**config.mk**
```make
export PLATFORM = sky130hd
export DESIGN_NAME = assert_seq_gen
export DESIGN_NICKNAME = d
export VERILOG_FILES = /design/src/rtl/assert_seq_gen.sv
export SDC_FILE = /design/constraint.sdc
export NUM_CORES = 1
export LEC_CHECK = 0
export ABC_AREA = 1
export CORE_MARGIN = 3
export CORE_UTILIZATION = 48
export CTS_BUF_LIST = sky130_fd_sc_hd__clkbuf_4
export DETAILED_ROUTE_END_ITERATION = 10
export PLACE_DENSITY = 0.77
export SLEW_MARGIN = 40
export SYNTH_ARGS = -nofsm -noshare
export SYNTH_HDL_FRONTEND = slang
export SYNTH_SLANG_ARGS = --single-unit
```
**constraint.sdc**
```tcl
create_clock -name clk -period 1.4 [get_ports clk]
set_clock_uncertainty 0.15 [all_clocks]
set_input_delay 0.28 -clock clk [delete_from_list [all_inputs] [get_ports clk]]
set_output_delay 0.28 -clock clk [all_outputs]
set_load 0.01 [all_outputs]
```
**src/rtl/assert_seq_gen.sv**
```systemverilog
// assert_seq_gen: driving end of the st/a/b/c/d value-change protocol.
// On a go request it plays one sequence, either legal or carrying exactly one
// selected fault. The sequence is checked against
// $rose(st) |-> $rose(a) ##1 $stable(b&c) ##1 $fell(d).
// It then idles for GAP_CYCLES all-zero cycles and pulses done.
// Optional macro SEQ_FAULT_CNT_EN adds the fault_cnt output, which counts
// completed sequences that were run with a non-zero mode.
module assert_seq_gen #(
  parameter int unsigned GAP_CYCLES = 1,
  parameter int unsigned CNT_W      = 8
) (
  input  logic             clk,
  input  logic             rst_n,
  input  logic             go,
  input  logic [1:0]       mode,
  input  logic [1:0]       bc_init,
  output logic             st,
  output logic             a,
  output logic             b,
  output logic             c,
  output logic             d,
  output logic             busy,
  output logic             done,
  output logic [CNT_W-1:0] seq_cnt
`ifdef SEQ_FAULT_CNT_EN
  ,
  output logic [CNT_W-1:0] fault_cnt
`endif
);

  // Fault selection encoding of the mode input.
  localparam logic [1:0] MODE_LEGAL  = 2'd0;
  localparam logic [1:0] MODE_BRK_BC = 2'd1;
  localparam logic [1:0] MODE_BRK_D  = 2'd2;
  localparam logic [1:0] MODE_BRK_A  = 2'd3;

  // Index of the last idle cycle in GAP (unused when GAP_CYCLES is 0).
  localparam logic [3:0] GAP_LAST = (GAP_CYCLES == 32'd0) ? 4'd0 : 4'(GAP_CYCLES - 32'd1);
  localparam logic [CNT_W-1:0] CNT_ONE = CNT_W'(1'b1);

  typedef enum logic [2:0] {
    S_IDLE  = 3'd0,
    S_PRE   = 3'd1,
    S_START = 3'd2,
    S_HOLD  = 3'd3,
    S_FALL  = 3'd4,
    S_GAP   = 3'd5
  } state_t;

  state_t     r_state;
  logic [1:0] r_mode;     // mode captured at acceptance
  logic [1:0] r_bc;       // {b,c} captured at acceptance
  logic [3:0] r_gap_cnt;  // idle cycles already spent in GAP
  logic       w_seq_end;  // current cycle is the last busy one

  // Decide whether the next edge returns the FSM to IDLE.
  always_comb begin
    w_seq_end = 1'b0;
    if (r_state == S_FALL) begin
      w_seq_end = (GAP_CYCLES == 32'd0);
    end else if (r_state == S_GAP) begin
      w_seq_end = (r_gap_cnt == GAP_LAST);
    end else begin
      w_seq_end = 1'b0;
    end
  end

  // Sequence FSM with all protocol and status outputs registered.
  always_ff @(posedge clk or negedge rst_n) begin
    if (!rst_n) begin
      r_state   <= S_IDLE;
      r_mode    <= 2'd0;
      r_bc      <= 2'd0;
      r_gap_cnt <= 4'd0;
      st        <= 1'b0;
      a         <= 1'b0;
      b         <= 1'b0;
      c         <= 1'b0;
      d         <= 1'b0;
      busy      <= 1'b0;
      done      <= 1'b0;
      seq_cnt   <= '0;
`ifdef SEQ_FAULT_CNT_EN
      fault_cnt <= '0;
`endif
    end else begin
      done <= 1'b0;
      case (r_state)
        S_IDLE: begin
          st <= 1'b0;
          a  <= 1'b0;
          d  <= 1'b0;
          if (go) begin
            // Accept: capture the request and show bc_init in PRE.
            r_mode  <= mode;
            r_bc    <= bc_init;
            b       <= bc_init[1];
            c       <= bc_init[0];
            busy    <= 1'b1;
            r_state <= S_PRE;
          end else begin
            b       <= 1'b0;
            c       <= 1'b0;
            busy    <= 1'b0;
            r_state <= S_IDLE;
          end
        end

        S_PRE: begin
          // st and a were 0 in PRE, so this edge is a rise unless a is broken.
          st      <= 1'b1;
          a       <= (r_mode != MODE_BRK_A);
          b       <= r_bc[1];
          c       <= r_bc[0];
          d       <= 1'b0;
          busy    <= 1'b1;
          r_state <= S_START;
        end

        S_START: begin
          st   <= 1'b0;
          a    <= 1'b0;
          d    <= 1'b1;
          busy <= 1'b1;
          if (r_mode == MODE_BRK_BC) begin
            // Flip b&c: 1 -> 0 by clearing b, 0 -> 1 by setting both.
            if (r_bc[1] & r_bc[0]) begin
              b <= 1'b0;
              c <= r_bc[0];
            end else begin
              b <= 1'b1;
              c <= 1'b1;
            end
          end else begin
            b <= r_bc[1];
            c <= r_bc[0];
          end
          r_state <= S_HOLD;
        end

        S_HOLD: begin
          st      <= 1'b0;
          a       <= 1'b0;
          b       <= 1'b0;
          c       <= 1'b0;
          d       <= (r_mode == MODE_BRK_D);
          busy    <= 1'b1;
          r_state <= S_FALL;
        end

        S_FALL, S_GAP: begin
          st <= 1'b0;
          a  <= 1'b0;
          b  <= 1'b0;
          c  <= 1'b0;
          d  <= 1'b0;
          if (w_seq_end) begin
            busy    <= 1'b0;
            done    <= 1'b1;
            seq_cnt <= seq_cnt + CNT_ONE;
`ifdef SEQ_FAULT_CNT_EN
            if (r_mode != MODE_LEGAL) begin
              fault_cnt <= fault_cnt + CNT_ONE;
            end else begin
              fault_cnt <= fault_cnt;
            end
`endif
            r_gap_cnt <= 4'd0;
            r_state   <= S_IDLE;
          end else begin
            busy      <= 1'b1;
            r_gap_cnt <= (r_state == S_FALL) ? 4'd0 : (r_gap_cnt + 4'd1);
            r_state   <= S_GAP;
          end
        end

        default: begin
          st        <= 1'b0;
          a         <= 1'b0;
          b         <= 1'b0;
          c         <= 1'b0;
          d         <= 1'b0;
          busy      <= 1'b0;
          r_gap_cnt <= 4'd0;
          r_state   <= S_IDLE;
        end
      endcase
    end
  end

endmodule

```
== Yosys cells after proc, flatten, opt, wreduce, memory -nomap -nowiden ==
Cells that the tools add are included.
Operators by class
  $add $sub $neg: 2
  $mul: 0
  divide/modulo/power cells: 0
  magnitude comparators: 0
  eq/ne operators: 8
  shift operators: 0
  muxes and demuxes: 24
  bitwise gates (word level): 1
  reduce and logical (&&, ||, !) cells: 7
Operators with widths (count)
  $mux 1: 15
  $pmux 3 s5: 1
  $pmux 1 s3: 3
  $add 8x1->8 const B: 1
  $mux 4: 2
  $pmux 4 s2: 1
  $eq 3x2->1 const B: 2
  $eq 3x3->1 const B: 2
  $add 4x1->4 const B: 1
  $logic_not 4->1: 1
  $reduce_and 2->1: 2
  $reduce_or 4->1: 1
  $eq 3x1->1 const B: 1
  $logic_not 3->1: 1
  $mux 3: 1
  $reduce_or 3->1: 1
  $eq 2x1->1 const B: 1
  $eq 2x2->1 const B: 1
  $ne 2x2->1 const B: 1
  $pmux 1 s2: 1
  $reduce_or 2->1: 1
  $and 1x1->1: 1
Word-level totals
  flip-flop bits (word level): 26
  latch bits: 0
  memory bits (writable): 0
  memory bits (read-only): 0
  input bits: 7
  word-level logic and storage cells: 54
  memories: 0

== Logic depth before layout (Yosys ltp) ==
Gate-level depths: netlist of the first run.
  depth in word-level cells: 5
  depth in mapped cells: 8

== Worst setup path after synthesis of the first run ==
No wires, ideal clock.
  path type: register to register
  start point: register r_gap_cnt[0]
  end point: register seq_cnt[6]
  data arrival time: 1.119 ns
  required time: 1.133 ns
  path slack: 0.014 ns
  cell stages (with the launch flop): 9
  buffers on the path: 1
  period minus slack after synthesis: 1.386 ns
  cell sequence: dfrtp_1 > inv_1 > ha_1 > nand2_1 > nor2_4 > buf_8 > nand2_1 > nand2_1 > nand2_1
Between the ends
  word-level cells in the longest chain between the ends: 4
Ends and longest elaborated chain
  from (decl): line 53  | logic [3:0] r_gap_cnt;
  from (signal assigned): line 172  | r_gap_cnt <= (r_state == S_FALL) ? 4'd0 : (r_gap_cnt + 4'd1);
  $logic_not 4->1: line 62  | w_seq_end = (r_gap_cnt == GAP_LAST);
  $mux 1: line 61  | end else if (r_state == S_GAP) begin
  $mux 1: line 59  | if (r_state == S_FALL) begin
  $reduce_and 2->1 (no line)
  to (signal assigned): line 160  | seq_cnt <= seq_cnt + CNT_ONE;
  to (decl): line 24  | output logic [CNT_W-1:0] seq_cnt
No other way between the ends.
A chain may end at the register's enable or synchronous reset.

== Final worst setup path of the first run ==
  start point: register r_gap_cnt[1]
  end point: register seq_cnt[5]
The elaborated chain is that of the path after synthesis.

==> reports/qor.csv, run 1 <==
metric;value;unit
synth_edf_count;0;
synth.area.top_cells;dfrtp_1 54%, nand2_1 15%, nand3_1 4.2%, inv_1 4.1%, nor2_1 3.8%;
yosysTopAreaCell;dfrtp_1;
area_delta_synth_final;38.0;%
die_area;0.00313;mm2
grt_pass1_vias;946;
post_drt_wl_per_cell;12.2;um
clock.fmax;715;MHz
finalCritPeriodShare;99.9;%
drtIter0Drc;20;
internal_power;1.59;mW
numCtsBuffers;3;
power.density;1560;mW/mm2
grt_util_met3;2.78;%
top_usage_layer;met2;
synthFlopType;dfrtp_1;
crit_type;reg2reg;
port_buffers;21;
drt-pass1-iter-count;5;
nets;195;
hp-class;in2async;
met2_usage;28.2;%
drt_wl_total;2580;um
syn_nets;148;
clk_latency;0.31;ns
cts_tree;yes;
synthCells;138;
hold_buffers;0;
synth-seq-area-share;54.4;%
rows;17;
start_util;52.1;%
drv_slew;0;
p_switching;977;uW
r2r_slack;0.0007;ns
route.detailed.drc;0;
ys_top_cells_by_count;49 x nand2_1, 26 x dfrtp_1, 13 x inv_1, 12 x nor2_1, 10 x nand3_1;
place_congestion;0.751;
die_w;55.9;um
dp_hpwl;1760;um
cts-htree-levels;1;
track_usage;15.9;%
critPathLaunchType;register;
grt_remaining_overflow;0;
period_minus_slack;1.40;ns
power;2.57;mW
worst_slew_pin_slew;0.210;ns
required;1.47;ns
tns;0;ns
p_leak;0.838;nW
ant_nets;0;
p_comb_share;44.2;%
vdd_drop_max;1.05;mV
hold_viol;0;
diodes;0;
setup_viol;0;
clk_path_buf_depth;2;
path_clk_slew;0.13;ns
synthArstFlopShare;100;%
yosysWarnings;0;
worstSetupEndpointType;register;
syn_area;0.00120;mm2
p_clk_share;12.0;%
postSynthAreaPerCell;8.67;um2
vias;1051;
cts_sinks;26;
met1_usage;19.6;%
relSlewSlack;85.9;%
yosysMostFrequentCell;nand2_1;
switching_share;38.1;%
multi_input_area;534;um2
synth_top_area_share;54.4;%
antenna_found_initial;0;
fill_cells;173;
drive_gt1_share;31.1;%
status;complete, no violations;
seqCellArea;652;um2
viasPerCell;4.98;
yosysUniqueCellTypes;22;
pwr-share-seq;43.8;%
arrival;1.47;ns
coreArea;0.00230;mm2
cts_root_buffer;clkbuf_4;
grt_max_degree;27;
ys_ff_latch;26;
grt_pass1_wl;4020;um
die_h;55.9;um
maxCapViolCount;0;
worstPathMaxFanout;6;
rsz0062_at_grt;yes;
io_pins;22;
power groups by stage:
stage          Clock [mW]  Combinational [mW]  Sequential [mW]
2_1_floorplan           0               0.482             1.22
3_3_place_gp            0                1.06             1.14
3_5_place_dp            0                1.08             1.15
4_1_cts             0.317                1.11             1.12
5_1_grt             0.350                1.27             1.16
6_report            0.307                1.14             1.12
cell families after synthesis:
family	synth area share, %
and+or+nand+nor	27.8
DFF	54.4
buffers and inverters	5.96
AOI/OAI and AO/OA	4.29
xor gates and xnor gates	3.56
adders and majority gates	3.14
muxes	0.837
cell type report:
type	count	area share (%)
Clock buffer	3	1.36
Inverter	15	3.41
Multi-Input combinational cell	96	32.4
Sequential cell	26	39.5
Tap cell	28	2.12
Timing Repair Buffer	43	21.2
stage by stage:
| step | hold WS (ns) | setup WS, ns | instances | cell area (um2) | utilization (%) |
|---|---|---|---|---|---|
| after floorplan | -0.166 | 0.0140 | 138 | 1200 | - |
| after global placement | 0.292 | -0.0621 | 200 | 1540 | 67.2 |
| after detailed placement | 0.299 | -0.0904 | 200 | 1540 | 67.2 |
| after CTS | 0.154 | 0.00318 | 207 | 1610 | 70.2 |
| after global routing | 0.159 | -0.0673 | 211 | 1650 | 71.8 |
| final | 0.151 | 0.000713 | 211 | 1650 | 71.8 |
sequential cells by signal, summed over array words and instances, names as in the netlist:
name / flops
busy: 1
d: 1
r_bc: 2
c: 1
done: 1
seq_cnt: 8
r_gap_cnt: 4
r_state: 3
r_mode: 2
st: 1
a: 1
b: 1
critical path: stages, from the launching register on:
cell,delay (ns)
dfrtp_1,0.43
inv_2,0.09
ha_4,0.14
nand2_4,0.05
nor2_4,0.15
buf_6,0.14
nand2_2,0.05
nand2_2,0.07
nand2_2,0.05
path summary, 6_finish.rpt:
| kind | from | to | depth (start not counted) |
|---|---|---|---|
| hold / removal | rst_n | busy | 2 |
| min in group clk | r_mode[0] | a | 1 |
| hold reg to reg | r_mode[0] | a | 1 |
| max in group asynchronous | rst_n | r_state[0] | 2 |
| setup reg to reg | r_gap_cnt[1] | seq_cnt[5] | 8 |
| setup / recovery | r_gap_cnt[1] | seq_cnt[5] | 8 |
metal layers:
layer	part of all wire, %	vias up
met2	53	25
met5	0	-
met3	4.0	6
li1	-	522
met4	2.0	0
met1	41	498
cells in the final DEF (no fill, tap or decap), drive strengths merged, types with 3 or more instances in the layout:
cell type       n
a21oi           3
buf            23
clkbuf         11
clkdlybuf4s15   6
clkdlybuf4s50   6
dfrtp          26
ha              3
inv            15
nand2          50
nand3          10
nor2           14
o21ai           6
xor2            3
what timing repair did:
| item | CTS | global route |
|---|---|---|
| resized for setup | 40 | 22 |
| setup buffers | 4 | 4 |
| setup endpoints to repair | 23 | 21 |
| pin swaps | 2 | 5 |
Note: power is estimated with default switching activity, not from simulation.
==> run 2, diff against run 1 <==
--- a/config.mk
+++ b/config.mk
@@ -7,10 +7,9 @@
 export LEC_CHECK = 0
 export ABC_AREA = 1
 export CORE_MARGIN = 3
-export CORE_UTILIZATION = 48
-export CTS_BUF_LIST = sky130_fd_sc_hd__clkbuf_4
+export CORE_UTILIZATION = 45
 export DETAILED_ROUTE_END_ITERATION = 10
-export PLACE_DENSITY = 0.77
+export PLACE_DENSITY = 0.73
 export SLEW_MARGIN = 40
 export SYNTH_ARGS = -nofsm -noshare
 export SYNTH_HDL_FRONTEND = slang
==> run 2 against run 1 <==
Against the previous run:
- sequential power is essentially flat
- fmax hardly changed
- global-route usage decreased by 1.0 points
- first-iteration DRC count shrank 30%
- hold slack lost 0.012 ns
- sequential share of layout area decreased by 0.060 points
- register-to-register slack is essentially flat
- power is 8.3% higher
- utilization down 5.7 points
- via count shrank 1.2%
- wire length is 5.0% lower
- largest cell class unchanged
- largest power group unchanged
==> reports/qor.csv, run 2 (same netlist as run 1, synthesis figures left out) <==
metric;value;unit
status;complete, no violations;
grt_pass1_wl;3870;um
met2_usage;28.9;%
cts_tree;yes;
cts-htree-levels;1;
top_regs;seq_cnt (8), r_gap_cnt (4), r_state (3);
cts_root_buffer;clkbuf_4;
power.density;1680;mW/mm2
worst_slew_pin_slew;0.225;ns
dp_hpwl;1740;um
r2r_start;r_gap_cnt[0];
setup_viol;0;
p_clk_share;18.6;%
finalCritPeriodShare;99.9;%
vias;1038;
area_delta_synth_final;38.2;%
reg2reg_to;seq_cnt[6];
largest_reg_flops;8;
diodes;0;
grt_pass1_vias;971;
mostFrequentLayoutCells;43 x nand2_1, 25 x dfrtp_1, 18 x buf_4, 12 x inv_1, 10 x clkbuf_2;
crit_type;reg2reg;
vdd_drop_max;1.43;mV
relSlewSlack;84.9;%
multi_input_area;532;um2
top_register;seq_cnt;
die_area;0.00331;mm2
track_usage;14.9;%
arrival;1.49;ns
p_switching;1.01;mW
dp.cells;201;
numCtsBuffers;3;
top_usage_layer;met2;
drt-pass1-iter-count;4;
antenna_found_initial;0;
grt_remaining_overflow;0;
die_w;57.6;um
port_buffers;21;
ff2ff_path_depth;8;
required;1.49;ns
route.detailed.drc;0;
period_minus_slack;1.40;ns
viasPerCell;4.90;
hold_viol;0;
nets;193;
start_util;47.8;%
drv_slew;0;
io_pins;22;
fill_cells;207;
cts_sinks;26;
ant_nets;0;
switching_share;36.4;%
placed_area;0.00155;mm2
coreArea;0.00250;mm2
fin_area;0.00165;mm2
rsz0062_at_grt;yes;
clock.fmax;715;MHz
grt_util_met3;4.07;%
drt_wl_total;2450;um
fin_cells;212;
die_h;57.6;um
p_leak;0.850;nW
grt_max_degree;27;
clk_path_buf_depth;2;
met1_usage;16.3;%
critPathLaunchType;register;
rows;18;
seqCellArea;652;um2
layout_commonest_cell;nand2_1;
path_clk_slew;0.14;ns
internal_power;1.77;mW
p_comb_share;40.8;%
maxCapViolCount;0;
hp-class;in2async;
worstSetupEndpointType;register;
clk_latency;0.32;ns
drtIter0Drc;14;
hold_buffers;0;
drive_gt1_share;32.4;%
r2r_slack;0.001;ns
post_drt_wl_per_cell;11.6;um
pwr-share-seq;40.6;%
place_congestion;0.803;
final_util;66.1;%
worstPathMaxFanout;12;
-- run 2: cell count changes in the layout (fill, tap and decap cells not counted), moves of 2 or more --
cell,delta
clkdlybuf4s15_1,-4
inv_1,+2
clkbuf_2,+2
buf_6,-2
nand3_2,+2
nand3_1,-2
inv_2,-3
buf_2,+2
-- run 2: worst max path at each step --
stage,from,endpoint,depth (start not counted)
floorplan,r_gap_cnt[0],seq_cnt[6],8
global placement,go,c,5
detailed placement,r_gap_cnt[1],seq_cnt[5],8
CTS,seq_cnt[0],seq_cnt[4],7
global route,r_gap_cnt[1],seq_cnt[5],8
finish,r_gap_cnt[0],seq_cnt[6],8
-- run 2: worst max-delay path, stage by stage (launching register included) --
cell and delay (ns):
dfrtp_1 0.41, inv_1 0.07, ha_2 0.19, nand2_4 0.06
nor2_4 0.13, buf_12 0.15, nand2_2 0.05, nand2_1 0.06
nand2_1 0.04
-- run 2: metal layers --
metal | wire length (um) | vias to the layer above
met5 | 0 | -
li1 | - | 516
met1 | 960 | 503
met2 | 1370 | 17
met3 | 105 | 2
met4 | 15 | 0
-- run 2: power by group through the flow --
stage / Combinational [mW] / Sequential, mW / Clock (mW)
floorplan: 0.482 / 1.22 / 0
global placement: 1.06 / 1.15 / 0
detailed placement: 1.08 / 1.16 / 0
CTS: 1.10 / 1.12 / 0.527
global route: 1.26 / 1.16 / 0.548
finish: 1.14 / 1.13 / 0.518
-- run 2: per-stage QoR --
stage	hold slack (ns)	TNS [ns]	power, mW	worst slack, ns
2_1_floorplan	-0.166	0	1.71	0.0140
3_5_place_dp	0.296	-0.109	2.24	-0.0294
4_1_cts	0.146	-0.0000416	2.75	-0.0000416
3_3_place_gp	0.289	0	2.20	0.00196
6_report	0.139	0	2.78	0.00128
5_1_grt	0.145	-0.291	2.97	-0.0734
-- run 2: repair_timing --
action,in CTS,in global routing
gates resized for setup,35,30
pin swaps,1,1
endpoints found under the setup margin,21,23
gates cloned,0,0
setup buffers,5,2
-- run 2: layout make-up --
class | instances | share of cell area, %
inverter | 15 | 3.56
sequential | 26 | 39.4
multi-input combinational | 96 | 32.2
timing repair buffer | 41 | 19.4
clock buffer | 3 | 1.36
tap | 30 | 2.27
clock inverter | 1 | 1.82
==> run 3, diff against run 2 <==
--- a/config.mk
+++ b/config.mk
@@ -7,9 +7,11 @@
 export LEC_CHECK = 0
 export ABC_AREA = 1
 export CORE_MARGIN = 3
-export CORE_UTILIZATION = 45
+export CORE_UTILIZATION = 48
+export CTS_BUF_LIST = sky130_fd_sc_hd__clkbuf_4
 export DETAILED_ROUTE_END_ITERATION = 10
-export PLACE_DENSITY = 0.73
+export PLACE_DENSITY = 0.77
+export SETUP_SLACK_MARGIN = 0.05
 export SLEW_MARGIN = 40
 export SYNTH_ARGS = -nofsm -noshare
 export SYNTH_HDL_FRONTEND = slang
==> run 3 against run 2 <==
Against the previous run:
- worst setup slack improved by 0.021 ns
- critical path type unchanged
- largest cell class unchanged
- register-to-register slack gained 0.02 ns
- non-clock buffer count is 5 higher
- highest routed layer unchanged
- die area shrank 5.6%
- cell area up 0.45%
- via count grew 2.4%
- hold slack gained 0.00091 ns
==> reports/qor.csv, run 3 (same netlist as run 1, synthesis figures left out) <==
metric;value;unit
cts_sinks;26;
p_comb_share;44.3;%
drive_gt1_share;34.4;%
worstSetupEndpointType;register;
dpl_worst_slack;-0.0931;ns
fill_cells;184;
drtIter0Drc;19;
coreArea;0.00230;mm2
rows;17;
cts_tree;yes;
grt_max_degree;27;
nets;198;
crit_type;reg2reg;
final_util;72.3;%
track_usage;16.8;%
p_clk_share;12.3;%
arrival;1.45;ns
start_util;52.1;%
finalCritPeriodShare;98.4;%
post_drt_wl_per_cell;12.5;um
route.detailed.drc;0;
top_register;seq_cnt;
port_buffers;21;
grt_remaining_overflow;0;
io_pins;22;
clk_path_buf_depth;2;
die_w;55.9;um
diodes;0;
clk_latency;0.32;ns
status;complete, no violations;
largest_reg_flops;8;
setup_viol;0;
vdd_drop_max;1.11;mV
worst_slack;0.0224;ns
worst_slew_pin_slew;0.239;ns
required;1.47;ns
numCtsBuffers;3;
critPathLaunchType;register;
die_area;0.00313;mm2
drv_slew;0;
power.density;1580;mW/mm2
area_delta_synth_final;38.8;%
antenna_found_initial;0;
switching_share;38.9;%
maxCapViolCount;0;
cts_root_buffer;clkbuf_4;
cts-htree-levels;1;
place_congestion;0.760;
hold_buffers;0;
vias;1063;
pwr-share-seq;43.4;%
hold_viol;0;
path_clk_slew;0.14;ns
mostFrequentLayoutCells;44 x nand2_1, 24 x dfrtp_1, 21 x buf_4, 15 x buf_2, 11 x inv_1;
dp_hpwl;1740;um
fin_cells;214;
grt_pass1_wl;4240;um
clock.fmax;726;MHz
drt-pass1-iter-count;4;
die_h;55.9;um
grt_pass1_vias;1054;
worstPathMaxFanout;8;
drt_wl_total;2680;um
layout_commonest_cell;nand2_1;
top_regs;seq_cnt (8), r_gap_cnt (4), r_state (3);
p_leak;0.880;nW
rsz0062_at_grt;yes;
dp.cells;199;
period_minus_slack;1.38;ns
relSlewSlack;84.0;%
p_switching;1.02;mW
viasPerCell;4.97;
ant_nets;0;
internal_power;1.60;mW
r2r_slack;0.02;ns
hp-class;in2async;
[run 3: changes by cell type in the layout (fill, tap and decap cells not counted), sizes merged]
| cell | before | now |
|---|---|---|
| bufinv | 1 | 0 |
| clkdlybuf4s15 | 2 | 0 |
| buf | 23 | 40 |
| clkbuf | 13 | 3 |
[run 3: area by class of cell]
cell class | count | area [um2] | area share, %
timing repair buffer | 46 | 347 | 20.9
inverter | 15 | 58.8 | 3.54
clock buffer | 3 | 22.5 | 1.36
sequential | 26 | 653 | 39.3
tap | 28 | 35.0 | 2.11
multi-input combinational | 96 | 544 | 32.8
[run 3: repair_timing]
action | CTS | global route
setup buffers | 9 | 3
gates cloned | 0 | 0
gates resized for setup | 68 | 16
pin swaps | 4 | 8
endpoints found under the setup margin | 24 | 21
[run 3: power by group through the flow]
stage	Clock [mW]	Combinational, mW	Sequential (mW)
finish	0.322	1.16	1.14
global route	0.343	1.30	1.17
CTS	0.319	1.05	1.12
detailed placement	0	1.07	1.16
global placement	0	1.05	1.15
floorplan	0	0.484	1.22
[run 3: path summary, 6_finish.rpt]
check / startpoint / end / cells after the start
min: rst_n / r_gap_cnt[0] / 2
max in group asynchronous: rst_n / r_state[0] / 2
min in group clk: r_mode[0] / a / 1
max reg2reg: r_gap_cnt[1] / seq_cnt[6] / 8
max: r_gap_cnt[1] / seq_cnt[6] / 8
min reg2reg: r_mode[0] / a / 1
[run 3: per-layer routing]
| metal | vias to the layer above | part of all wire (%) | global-route usage, % |
|---|---|---|---|
| met5 | - | 0 | 0 |
| met4 | 0 | 1.5 | 5.76 |
| met3 | 4 | 2.7 | 2.78 |
| met2 | 15 | 54 | 31.9 |
| met1 | 518 | 42 | 18.8 |
| li1 | 526 | - | - |
[run 3: critical path: stages (launching register included)]
cell     delay [ns]
dfrtp_1        0.42
inv_2          0.08
ha_4           0.14
nand2_4        0.05
nor2_4         0.13
buf_6          0.15
nand2_2        0.04
nand2_1        0.06
nand2_1        0.06
[run 3: through the flow]
stage / total power [mW] / area [um2] / hold slack, ns / setup TNS [ns]
after floorplan: 1.71 / 1200 / -0.166 / 0
after global placement: 2.19 / 1540 / 0.294 / -0.246
after detailed placement: 2.23 / 1540 / 0.304 / -0.482
after CTS: 2.49 / 1600 / 0.148 / 0
after global routing: 2.81 / 1660 / 0.143 / -0.232
final: 2.62 / 1660 / 0.140 / 0
